==> src/rtl/mem_port_arb.sv <==
// rtl/mem_port_arb.sv - round-robin shared memory port with in-order read response routing
module mem_port_arb #(
  parameter int NREQ   = 2,
  parameter int MEM_AW = 16,
  parameter int MEM_DW = 32,
  parameter int OUTS   = 4
) (
  input  logic                   clk,
  input  logic                   rst,
  input  logic [NREQ-1:0]        req_vld,
  output logic [NREQ-1:0]        req_rdy,
  input  logic [NREQ-1:0]        req_write,
  input  logic [NREQ*MEM_AW-1:0] req_addr,
  input  logic [NREQ*MEM_DW-1:0] req_wdata,
  output logic [NREQ-1:0]        rsp_vld,
  output logic [MEM_DW-1:0]      rsp_data,
  output logic                   mem_req,
  output logic                   mem_write,
  output logic [MEM_AW-1:0]      mem_addr,
  output logic [MEM_DW-1:0]      mem_wdata,
  input  logic                   mem_gnt,
  input  logic                   mem_rdata_vld,
  input  logic [MEM_DW-1:0]      mem_rdata,
  output logic                   err_unexp,
  output logic                   busy
);

  localparam int IDW = (NREQ > 1) ? $clog2(NREQ) : 1;
  localparam int PW  = (OUTS > 1) ? $clog2(OUTS) : 1;
  localparam int CW  = PW + 1;

  // output stage
  logic              stg_full;
  logic              stg_write;
  logic [MEM_AW-1:0] stg_addr;
  logic [MEM_DW-1:0] stg_wdata;

  // arbitration
  logic [IDW-1:0]    rr_ptr;
  logic [NREQ-1:0]   elig;
  logic              gnt_any;
  logic [IDW-1:0]    gnt_id;
  int                idx;
  logic              sel_write;
  logic [MEM_AW-1:0] sel_addr;
  logic [MEM_DW-1:0] sel_wdata;

  // outstanding-read ID FIFO
  logic [IDW-1:0]    fifo_mem [OUTS];
  logic [PW-1:0]     wr_ptr;
  logic [PW-1:0]     rd_ptr;
  logic [CW-1:0]     cnt;
  logic [IDW-1:0]    head_id;
  logic              fifo_empty;
  logic              push;
  logic              pop;
  logic              err_q;

  logic              stg_free;
  logic              can_accept;
  logic              rd_room;

  // The stage can take a new entry when it is empty or handing its entry to memory now.
  // Read room is judged on the registered count only, so a same-cycle pop never helps.
  assign stg_free   = stg_full & mem_gnt;
  assign can_accept = ~stg_full | stg_free;
  assign rd_room    = (cnt < CW'(OUTS));
  assign fifo_empty = (cnt == '0);

  // Per-requester eligibility: writes only need stage space, reads also need FIFO room
  always_comb begin
    elig = '0;
    for (int i = 0; i < NREQ; i++) begin
      elig[i] = req_vld[i] & can_accept & (req_write[i] | rd_room);
    end
  end

  // Round-robin search starting at rr_ptr; first eligible requester wins
  always_comb begin
    gnt_any = 1'b0;
    gnt_id  = '0;
    idx     = 0;
    for (int k = 0; k < NREQ; k++) begin
      idx = int'(rr_ptr) + k;
      if (idx >= NREQ) idx = idx - NREQ;
      if (!gnt_any && elig[idx]) begin
        gnt_any = 1'b1;
        gnt_id  = IDW'(idx);
      end
    end
  end

  // One-hot accept back to the winner only
  always_comb begin
    req_rdy = '0;
    for (int i = 0; i < NREQ; i++) begin
      req_rdy[i] = gnt_any && (gnt_id == IDW'(i));
    end
  end

  assign sel_write = req_write[gnt_id];
  assign sel_addr  = req_addr[int'(gnt_id)*MEM_AW +: MEM_AW];
  assign sel_wdata = req_wdata[int'(gnt_id)*MEM_DW +: MEM_DW];

  assign push = gnt_any & ~sel_write;
  assign pop  = mem_rdata_vld & ~fifo_empty;

  // Output stage: load on grant, hold stable until memory grants, then empty
  always_ff @(posedge clk) begin
    if (rst) begin
      stg_full  <= 1'b0;
      stg_write <= 1'b0;
      stg_addr  <= '0;
      stg_wdata <= '0;
    end else if (gnt_any) begin
      stg_full  <= 1'b1;
      stg_write <= sel_write;
      stg_addr  <= sel_addr;
      stg_wdata <= sel_wdata;
    end else if (stg_free) begin
      stg_full  <= 1'b0;
    end
  end

  // Round-robin pointer moves past the winner; it holds when nobody is granted
  always_ff @(posedge clk) begin
    if (rst) begin
      rr_ptr <= '0;
    end else if (gnt_any) begin
      rr_ptr <= (gnt_id == IDW'(NREQ-1)) ? '0 : gnt_id + IDW'(1);
    end
  end

  // ID FIFO storage: winner ID of every accepted read, in issue order
  always_ff @(posedge clk) begin
    if (push) begin
      fifo_mem[wr_ptr] <= gnt_id;
    end
  end

  // ID FIFO pointers and occupancy; pointers wrap naturally since OUTS is a power of two
  always_ff @(posedge clk) begin
    if (rst) begin
      wr_ptr <= '0;
      rd_ptr <= '0;
      cnt    <= '0;
    end else begin
      if (push) wr_ptr <= wr_ptr + PW'(1);
      if (pop)  rd_ptr <= rd_ptr + PW'(1);
      case ({push, pop})
        2'b10:   cnt <= cnt + CW'(1);
        2'b01:   cnt <= cnt - CW'(1);
        default: cnt <= cnt;
      endcase
    end
  end

  // Sticky flag for read data that nobody is waiting for
  always_ff @(posedge clk) begin
    if (rst) begin
      err_q <= 1'b0;
    end else if (mem_rdata_vld && fifo_empty) begin
      err_q <= 1'b1;
    end
  end

  assign head_id = fifo_mem[rd_ptr];

  // Route returning read data to the requester at the FIFO head
  always_comb begin
    rsp_vld = '0;
    for (int i = 0; i < NREQ; i++) begin
      rsp_vld[i] = pop && (head_id == IDW'(i));
    end
  end

  assign rsp_data  = mem_rdata;
  assign mem_req   = stg_full;
  assign mem_write = stg_write;
  assign mem_addr  = stg_addr;
  assign mem_wdata = stg_wdata;
  assign err_unexp = err_q;
  assign busy      = stg_full | ~fifo_empty;

endmodule

==> config.mk <==
export PLATFORM = sky130hd
export DESIGN_NAME = mem_port_arb
export DESIGN_NICKNAME = d
export VERILOG_FILES = /design/src/rtl/mem_port_arb.sv
export SDC_FILE = /design/constraint.sdc
export NUM_CORES = 1
export LEC_CHECK = 0
export CAP_MARGIN = 30
export CORE_MARGIN = 2
export CORE_UTILIZATION = 34
export DETAILED_ROUTE_END_ITERATION = 8
export PLACE_DENSITY = 0.75
export RECOVER_POWER = 50
export SETUP_SLACK_MARGIN = 0.05
export SLEW_MARGIN = 5
export SYNTH_ARGS = -nofsm -noshare
export SYNTH_HDL_FRONTEND = slang
export SYNTH_SLANG_ARGS = --single-unit
==> constraint.sdc <==
create_clock -name clk -period 2.3 [get_ports clk]
set_input_delay 0.46 -clock clk [delete_from_list [all_inputs] [get_ports clk]]
set_output_delay 0.46 -clock clk [all_outputs]
set_load 0.05 [all_outputs]
==> results of run 1 <==
[power by group]
| group | leakage, nW | internal, mW | switching [mW] |
|---|---|---|---|
| logic | 1.38 | 0.911 | 1.32 |
| registers | 0.544 | 1.34 | 0.124 |
| clock network | 0.107 | 0.589 | 0.425 |
[worst register-to-register path: stages (launching register included)]
cell	delay (ns)
dfxtp_1	0.35
and2b_4	0.27
a2bb2oi_2	0.16
nor2_1	0.08
inv_1	0.06
ha_1	0.16
inv_1	0.06
fa_2	0.33
xor2_1	0.15
or3_1	0.31
a21oi_1	0.12
[layer usage]
metal,up-vias,routed length (um),part of all wire,global-route usage
li1,1725,-,-,-
met1,1752,4640,0.41,0.228
met2,137,5790,0.51,0.322
met3,29,669,0.059,0.0422
met4,0,226,0.020,0.0842
met5,-,0,0,0
[layout by cell type, fill, tap and decap left out, types with 3 or more instances in the layout]
master | netlist | routed
nand2b_1 | 5 | 3
o21ai_1 | 7 | 7
clkbuf_1 | 27 | 4
xor2_1 | 3 | 3
edfxtp_1 | 4 | 4
a21oi_1 | 56 | 55
nand2_1 | 3 | 3
nor2_1 | 12 | 11
ha_1 | 5 | 5
dfxtp_1 | 61 | 60
clkdlybuf4s50_1 | 0 | 123
nand3_1 | 3 | 3
a311oi_2 | 13 | 13
buf_4 | 35 | 23
dlygate4sd3_1 | 0 | 27
and3_1 | 4 | 4
o21ai_0 | 44 | 44
dlygate4sd2_1 | 0 | 3
clkbuf_8 | 0 | 12
buf_12 | 0 | 8
nand3b_1 | 47 | 47
a311oi_1 | 35 | 35
inv_1 | 6 | 6
[cells by family (layout without fill, tap and decap cells)]
family / Yosys count / count (layout)
DFF: 65 / 65
muxes: 2 / 2
buffers and inverters: 83 / 212
and+or+nand+nor: 88 / 88
AOI/OAI and AO/OA: 159 / 159
xor gates and xnor gates: 4 / 4
adders and majority gates: 6 / 6
[per-stage QoR]
stage                     setup slack [ns]  utilization  hold slack [ns]  area (sq um)  total power, mW
after CTS                           0.0660        0.528            0.491          5500             4.76
after detailed placement            -0.455        0.505            0.473          5260             3.72
final                                0.125        0.532            0.500          5540             4.71
after global routing                0.0209        0.532            0.536          5540             4.97
after floorplan                     0.0542            -            0.484          3670             3.04
after global placement              -0.385        0.505            0.476          5260             3.68
[layout make-up]
type	count	area [sq um]
well taps	136	170
flip-flops and latches	65	1340
clock inverters	2	35.0
repair buffers	189	1910
fillers	949	4870
multi-input cells	259	1880
inverters	7	26.3
clock buffers	14	173
[Yosys cell counts, types with 2 or more instances]
master / number / area [sq um]
a21oi_1: 56 / 280
buf_6: 4 / 45.0
xor2_1: 3 / 26.3
buf_2: 8 / 40.0
ha_1: 5 / 62.6
and2_1: 2 / 12.5
a311oi_1: 35 / 307
buf_4: 35 / 263
nand2_1: 3 / 11.3
o21ai_1: 7 / 35.0
edfxtp_1: 4 / 120
nor3_1: 2 / 10.0
nor2_1: 12 / 45.0
nand3_1: 3 / 15.0
inv_1: 6 / 22.5
and2b_4: 2 / 20.0
nor2b_1: 2 / 12.5
o21ai_0: 44 / 220
clkbuf_1: 27 / 101
dfxtp_1: 61 / 1220
a311oi_2: 13 / 195
nand2b_1: 5 / 31.3
and3_1: 4 / 25.0
nand3b_1: 47 / 353
[final timing paths]
check | from | endpoint | slack [ns]
max | req_write[0] | cnt[2] | 0.12
min | err_unexp | err_unexp | 0.50
max reg2reg | rr_ptr | cnt[2] | 0.19
min reg2reg | err_unexp | err_unexp | 0.50
[repair_timing]
action / 4_1_cts / 5_1_grt
endpoints found under the setup margin: 4 / 3
pin swaps: 0 / 2
setup buffers: 1 / 3
gates cloned: 0 / 1
gates resized for setup: 11 / 3
[state kept, by name, summed over array words and instances (netlist names), named ones only]
signal	cells
mem_req	1
rr_ptr	1
rd_ptr	2
cnt	3
mem_addr	16
mem_write	1
fifo_mem	4
wr_ptr	2
mem_wdata	32
err_unexp	1
==> impl_metrics.sql, run 1 <==
INSERT INTO impl_metrics (metric_group, metric, value, unit) VALUES
('placed_design', 'buffer_ports.inserted', '159', ''),
('job', 'cap_viol_max_count', '0', ''),
('setup_path', 'worstPathRequired', '2.55', 'ns'),
('setup_path', 'cell_chain_of_the_critical_path', 'clkdlybuf4s50_1 > nor2b_1 > a2bb2oi_2 > nor2_1 > inv_1 > ha_1 > inv_1 > fa_2 > xor2_1 > or3_1 > a21oi_1', ''),
('timing', 'fmax', '460', 'MHz'),
('timing', 'final-max-slew-violation-count', '0', ''),
('finish', 'post_route_cells_drive_above_1_share', '0.144', ''),
('yosys', 'synth.avg_cell_area', '9.03', 'sq um'),
('route', 'number_of_drc_violations_after_detailed_routing_iteration_0', '130', ''),
('yosys', 'synth_xor_area_frac', '0.00954', ''),
('power_and_ir_drop', 'power.density', '849', 'nW/um^2'),
('route', 'route.vias.total', '3643', ''),
('yosys', 'syn-cell-area', '3670', 'sq um'),
('setup_path', 'path_buf_inv', '3', ''),
('global_routing', 'grt_antenna_before_repair', '0', ''),
('floorplan', 'floorplan.io_pins', '224', ''),
('yosys', 'post_synth_inst_count', '407', ''),
('global_routing', 'grt_usage', '0.189', ''),
('yosys', 'synth_warnings', '0', ''),
('timing', 'finalHoldViolCount', '0', ''),
('power_and_ir_drop', 'max-vdd-ir-drop', '0.443', 'mV'),
('route', 'finalWirelength', '11.3', 'mm'),
('yosys', 'ys_seq_elements', '65', ''),
('timing', 'rsz_0062_raised_after_global_routing', 'true', ''),
('route', 'firstDrtPassIters', '5', ''),
('setup_path', 'cell_class_contributing_the_biggest_share_of_worst_path_delay', 'buffers and inverters', ''),
('setup_path', 'timing.critical_path.to_type', 'register', ''),
('clocking', 'clk-insertion-delay-late', '0.33', 'ns'),
('timing', 'final.period_utilization', '0.946', ''),
('run_status', 'status', 'completed', ''),
('yosys', 'synth_cell_types', '41', ''),
('timing', 'worst_clock_skew', '0.00508', 'ns'),
('clocking', 'tritoncts.num_buffers', '9', ''),
('yosys', 'synth-main-ff-cell', 'dfxtp_1', ''),
('finish', 'antenna_cells_inserted', '0', ''),
('yosys', 'yosys-mux-area-fraction', '0.00920', ''),
('hold_path', 'hold_depth', '2', ''),
('clocking', 'cts-root-buf', 'clkbuf_8', ''),
('timing', 'max_slew_margin', '0.298', ''),
('route', 'drcViolationCount', '0', ''),
('clocking', 'numClockSinks', '65', ''),
('finish', 'layoutNonFillerInstCount', '672', ''),
('timing', 'worst-slew-pin-transition', '1.05', 'ns'),
('setup_path', 'critical_path.max_stage_delay', '0.48', 'ns'),
('setup_path', 'cp_slowest_cell', 'clkdlybuf4s50_1', ''),
('global_routing', 'grt_pass1_vias', '3530', ''),
('setup_path', 'worst-path-max-fanout', '2', ''),
('setup_path', 'worst-r2r-cell-count', '10', ''),
('clocking', 'cts_tree', 'yes', ''),
('yosys', 'synth_top_family_by_area', 'compound AO/OA/AOI/OAI gates', ''),
('setup_path', 'cp.arrival', '2.42', 'ns'),
('setup_path', 'crit_path_start_kind', 'input port', ''),
('yosys', 'post_synth_and_or_nand_nor_area_fraction', '0.166', ''),
('yosys', 'synth_fa_ha_area_frac', '0.0225', ''),
('finish', 'final_nets', '673', ''),
('timing', 'post-route-min-period', '2.18', 'ns'),
('clocking', 'ctsLongestPathBuffers', '2', ''),
('yosys', 'synth_nets', '549', ''),
('floorplan', 'die_height', '108', 'um'),
('yosys', 'synth_enable_flop_cells', '4', ''),
('setup_path', 'crit_cells', '11', ''),
('power_and_ir_drop', 'p_leak', '2.03', 'nW'),
('floorplan', 'start_util', '0.353', ''),
('setup_path', 'critical-path-top-cell-by-count', 'inv_1', ''),
('setup_path', 'crit_type', 'input port to register', ''),
('floorplan', 'design.die.area', '11700', 'sq um'),
('placed_design', 'placed_cells', '651', ''),
('global_routing', 'grt_first_pass_wirelength', '17.6', 'mm'),
('hold_path', 'min_path_type', 'register to register', ''),
('yosys', 'synth-compound-area-share', '0.294', ''),
('finish', 'synthToLayoutAreaGrowth', '50.9', '%');
Note: power is estimated with default switching activity, not from simulation.
==> run 2, diff against run 1 <==
--- a/constraint.sdc
+++ b/constraint.sdc
@@ -3,2 +3,2 @@
 set_output_delay 0.46 -clock clk [all_outputs]
-set_load 0.05 [all_outputs]
+set_load 0.1 [all_outputs]
==> impl_metrics.sql, run 2 (synthesis gave the netlist of run 1 again) <==
INSERT INTO impl_metrics (metric_group, metric, value, unit) VALUES
('setup_path', 'critical-path-top-cell-by-count', 'inv_1', ''),
('setup_path', 'regToRegStartpoint', 'rr_ptr', ''),
('clocking', 'cts_tree', 'yes', ''),
('finish', 'post-route-cell-area', '5370', 'sq um'),
('global_routing', 'maximum_number_of_pins_on_one_net_before_global_route_repair', '58', ''),
('finish', 'synthToLayoutAreaGrowth', '46.3', '%'),
('timing', 'post-route-min-period', '2.24', 'ns'),
('setup_path', 'worst-r2r-cell-count', '10', ''),
('global_routing', 'grt_usage', '0.184', ''),
('setup_path', 'r2r_setup_slack', '0.06', 'ns'),
('setup_path', 'timing.rr.end', 'cnt[2]', ''),
('run_status', 'status', 'completed', ''),
('finish', 'antenna_cells_inserted', '0', ''),
('finish', 'most-common-layout-cells', '98 x clkdlybuf4s50_1, 59 x dfxtp_1, 54 x a21oi_1', ''),
('timing', 'worst-slew-pin-transition', '1.37', 'ns'),
('setup_path', 'critical_path.max_stage_delay', '0.37', 'ns'),
('floorplan', 'floorplan.io_pins', '224', ''),
('global_routing', 'grt_pass1_vias', '3418', ''),
('setup_path', 'crit_type', 'register to register', ''),
('route', 'route.vias.total', '3601', ''),
('timing', 'max_slew_margin', '0.0860', ''),
('timing', 'final-max-slew-violation-count', '0', ''),
('setup_path', 'cp.arrival', '2.51', 'ns'),
('floorplan', 'die_height', '108', 'um'),
('clocking', 'ctsLongestPathBuffers', '2', ''),
('placed_design', 'dp_worst_setup_slack', '-0.499', 'ns'),
('clocking', 'cts.hold.buffers_added', '0', ''),
('timing', 'final.period_utilization', '0.974', ''),
('clocking', 'tritoncts.num_buffers', '9', ''),
('finish', 'mostFrequentLayoutCell', 'clkdlybuf4s50_1', ''),
('clocking', 'numClockSinks', '65', ''),
('clocking', 'clock_transition_at_the_registers_of_the_reported_paths', '0.07', 'ns'),
('setup_path', 'cell_chain_of_the_critical_path', 'and2b_4 > a2bb2oi_2 > nor2_2 > inv_1 > ha_2 > inv_1 > fa_2 > xor2_1 > or3_1 > a21oi_2', ''),
('timing', 'finalSetupViolations', '0', ''),
('setup_path', 'path_buf_inv', '2', ''),
('placed_design', 'buffer_ports.inserted', '159', ''),
('setup_path', 'crit_path_start', 'rr_ptr', ''),
('clocking', 'cts_htree_levels', '3', ''),
('setup_path', 'worstPathRequired', '2.57', 'ns'),
('route', 'post_drt_via_cell_ratio', '5.37', ''),
('route', 'drt.antenna.violating_nets', '0', ''),
('timing', 'worst_clock_skew', '0.00972', 'ns'),
('setup_path', 'cell_class_contributing_the_biggest_share_of_worst_path_delay', 'simple AND/OR/NAND/NOR gates', ''),
('power_and_ir_drop', 'p_leak', '2.04', 'nW'),
('route', 'number_of_drc_violations_after_detailed_routing_iteration_0', '239', ''),
('setup_path', 'crit_end', 'cnt[2]', ''),
('floorplan', 'rows', '37', ''),
('global_routing', 'grt_antenna_before_repair', '0', ''),
('floorplan', 'start_util', '0.353', ''),
('job', 'cap_viol_max_count', '0', ''),
('global_routing', 'grt_first_pass_wirelength', '16.9', 'mm'),
('route', 'route.detailed.wl_per_inst', '16.5', 'um'),
('finish', 'largest_register_ff_count', '32', ''),
('clocking', 'cts-root-buf', 'clkbuf_8', ''),
('placed_design', 'placement_stage_cell_area', '5180', 'sq um'),
('finish', 'post_route_cells_drive_above_1_share', '0.257', ''),
('timing', 'final.setup.worst_slack', '0.0598', 'ns'),
('setup_path', 'worst-path-max-fanout', '4', ''),
('setup_path', 'cp_slowest_cell', 'or3_1', ''),
('global_routing', 'gr-total-overflow', '0', ''),
('power_and_ir_drop', 'power.total', '5.25', 'mW'),
('floorplan', 'design.die.area', '11700', 'sq um'),
('power_and_ir_drop', 'power.density', '977', 'nW/um^2'),
('placed_design', 'gpl.final_weighted_congestion', '0.802', ''),
('setup_path', 'crit_path_start_kind', 'register', ''),
('timing', 'fmax', '446', 'MHz'),
('finish', 'final_nets', '671', ''),
('placed_design', 'place_hpwl', '7.75', 'mm'),
('power_and_ir_drop', 'max-vdd-ir-drop', '0.803', 'mV'),
('floorplan', 'chipWidth', '108', 'um'),
('setup_path', 'timing.critical_path.to_type', 'register', ''),
('timing', 'rsz_0062_raised_after_global_routing', 'true', ''),
('setup_path', 'crit_cells', '10', ''),
('timing', 'finalHoldViolCount', '0', ''),
('route', 'drcViolationCount', '0', ''),
('hold_path', 'min_path_type', 'register to register', ''),
('route', 'finalWirelength', '11.1', 'mm'),
('route', 'firstDrtPassIters', '4', ''),
('clocking', 'clk-insertion-delay-late', '0.34', 'ns'),
('floorplan', 'core', '10400', 'sq um');
run 2: worst min-delay path: stages, from the launching register on:
cell	delay, ns
dfxtp_1	0.34
a21oi_1	0.04
nor2_1	0.08
run 2: final cells by class:
cell class	count	area, sq um
flip-flops and latches	65	1350
clock buffers	11	163
well taps	136	170
repair buffers	187	1720
multi-input cells	259	1910
inverters	7	26.3
clock inverters	5	36.3
fillers	954	5040
run 2: per-stage QoR:
stage | hold WS (ns) | setup TNS (ns) | cells | util
finish | 0.497 | 0 | 670 | 0.516
global route | 0.545 | -0.0301 | 670 | 0.516
CTS | 0.504 | 0 | 666 | 0.518
detailed placement | 0.485 | -9.01 | 650 | 0.497
global placement | 0.451 | -7.54 | 650 | 0.497
floorplan | 0.484 | 0 | 407 | -
run 2: worst min path at each step:
stage                      to       from  depth (start not counted)
finish              err_unexp  err_unexp                          2
global placement    err_unexp  err_unexp                          2
CTS                 err_unexp  err_unexp                          2
floorplan           wr_ptr[0]  wr_ptr[0]                          2
detailed placement  err_unexp  err_unexp                          2
global route        err_unexp  err_unexp                          2
run 2: report_power, final:
group	internal (mW)	switching, mW	leakage [nW]
Combinational	0.866	1.97	1.39
Clock	0.490	0.455	0.105
Sequential	1.34	0.128	0.544
Total	2.69	2.55	2.04
run 2: per-layer routing:
metal,track usage,vias up,part of all wire
li1,-,1727,-
met1,0.232,1678,0.41
met2,0.305,178,0.49
met3,0.0476,18,0.083
met4,0.0659,0,0.010
met5,0,-,0
run 2: repair_timing:
action / CTS / global route
setup endpoints to repair: 3 / 3
setup buffers: 0 / 3
cloned: 0 / 1
gates resized for setup: 6 / 10
pin swaps: 1 / 4
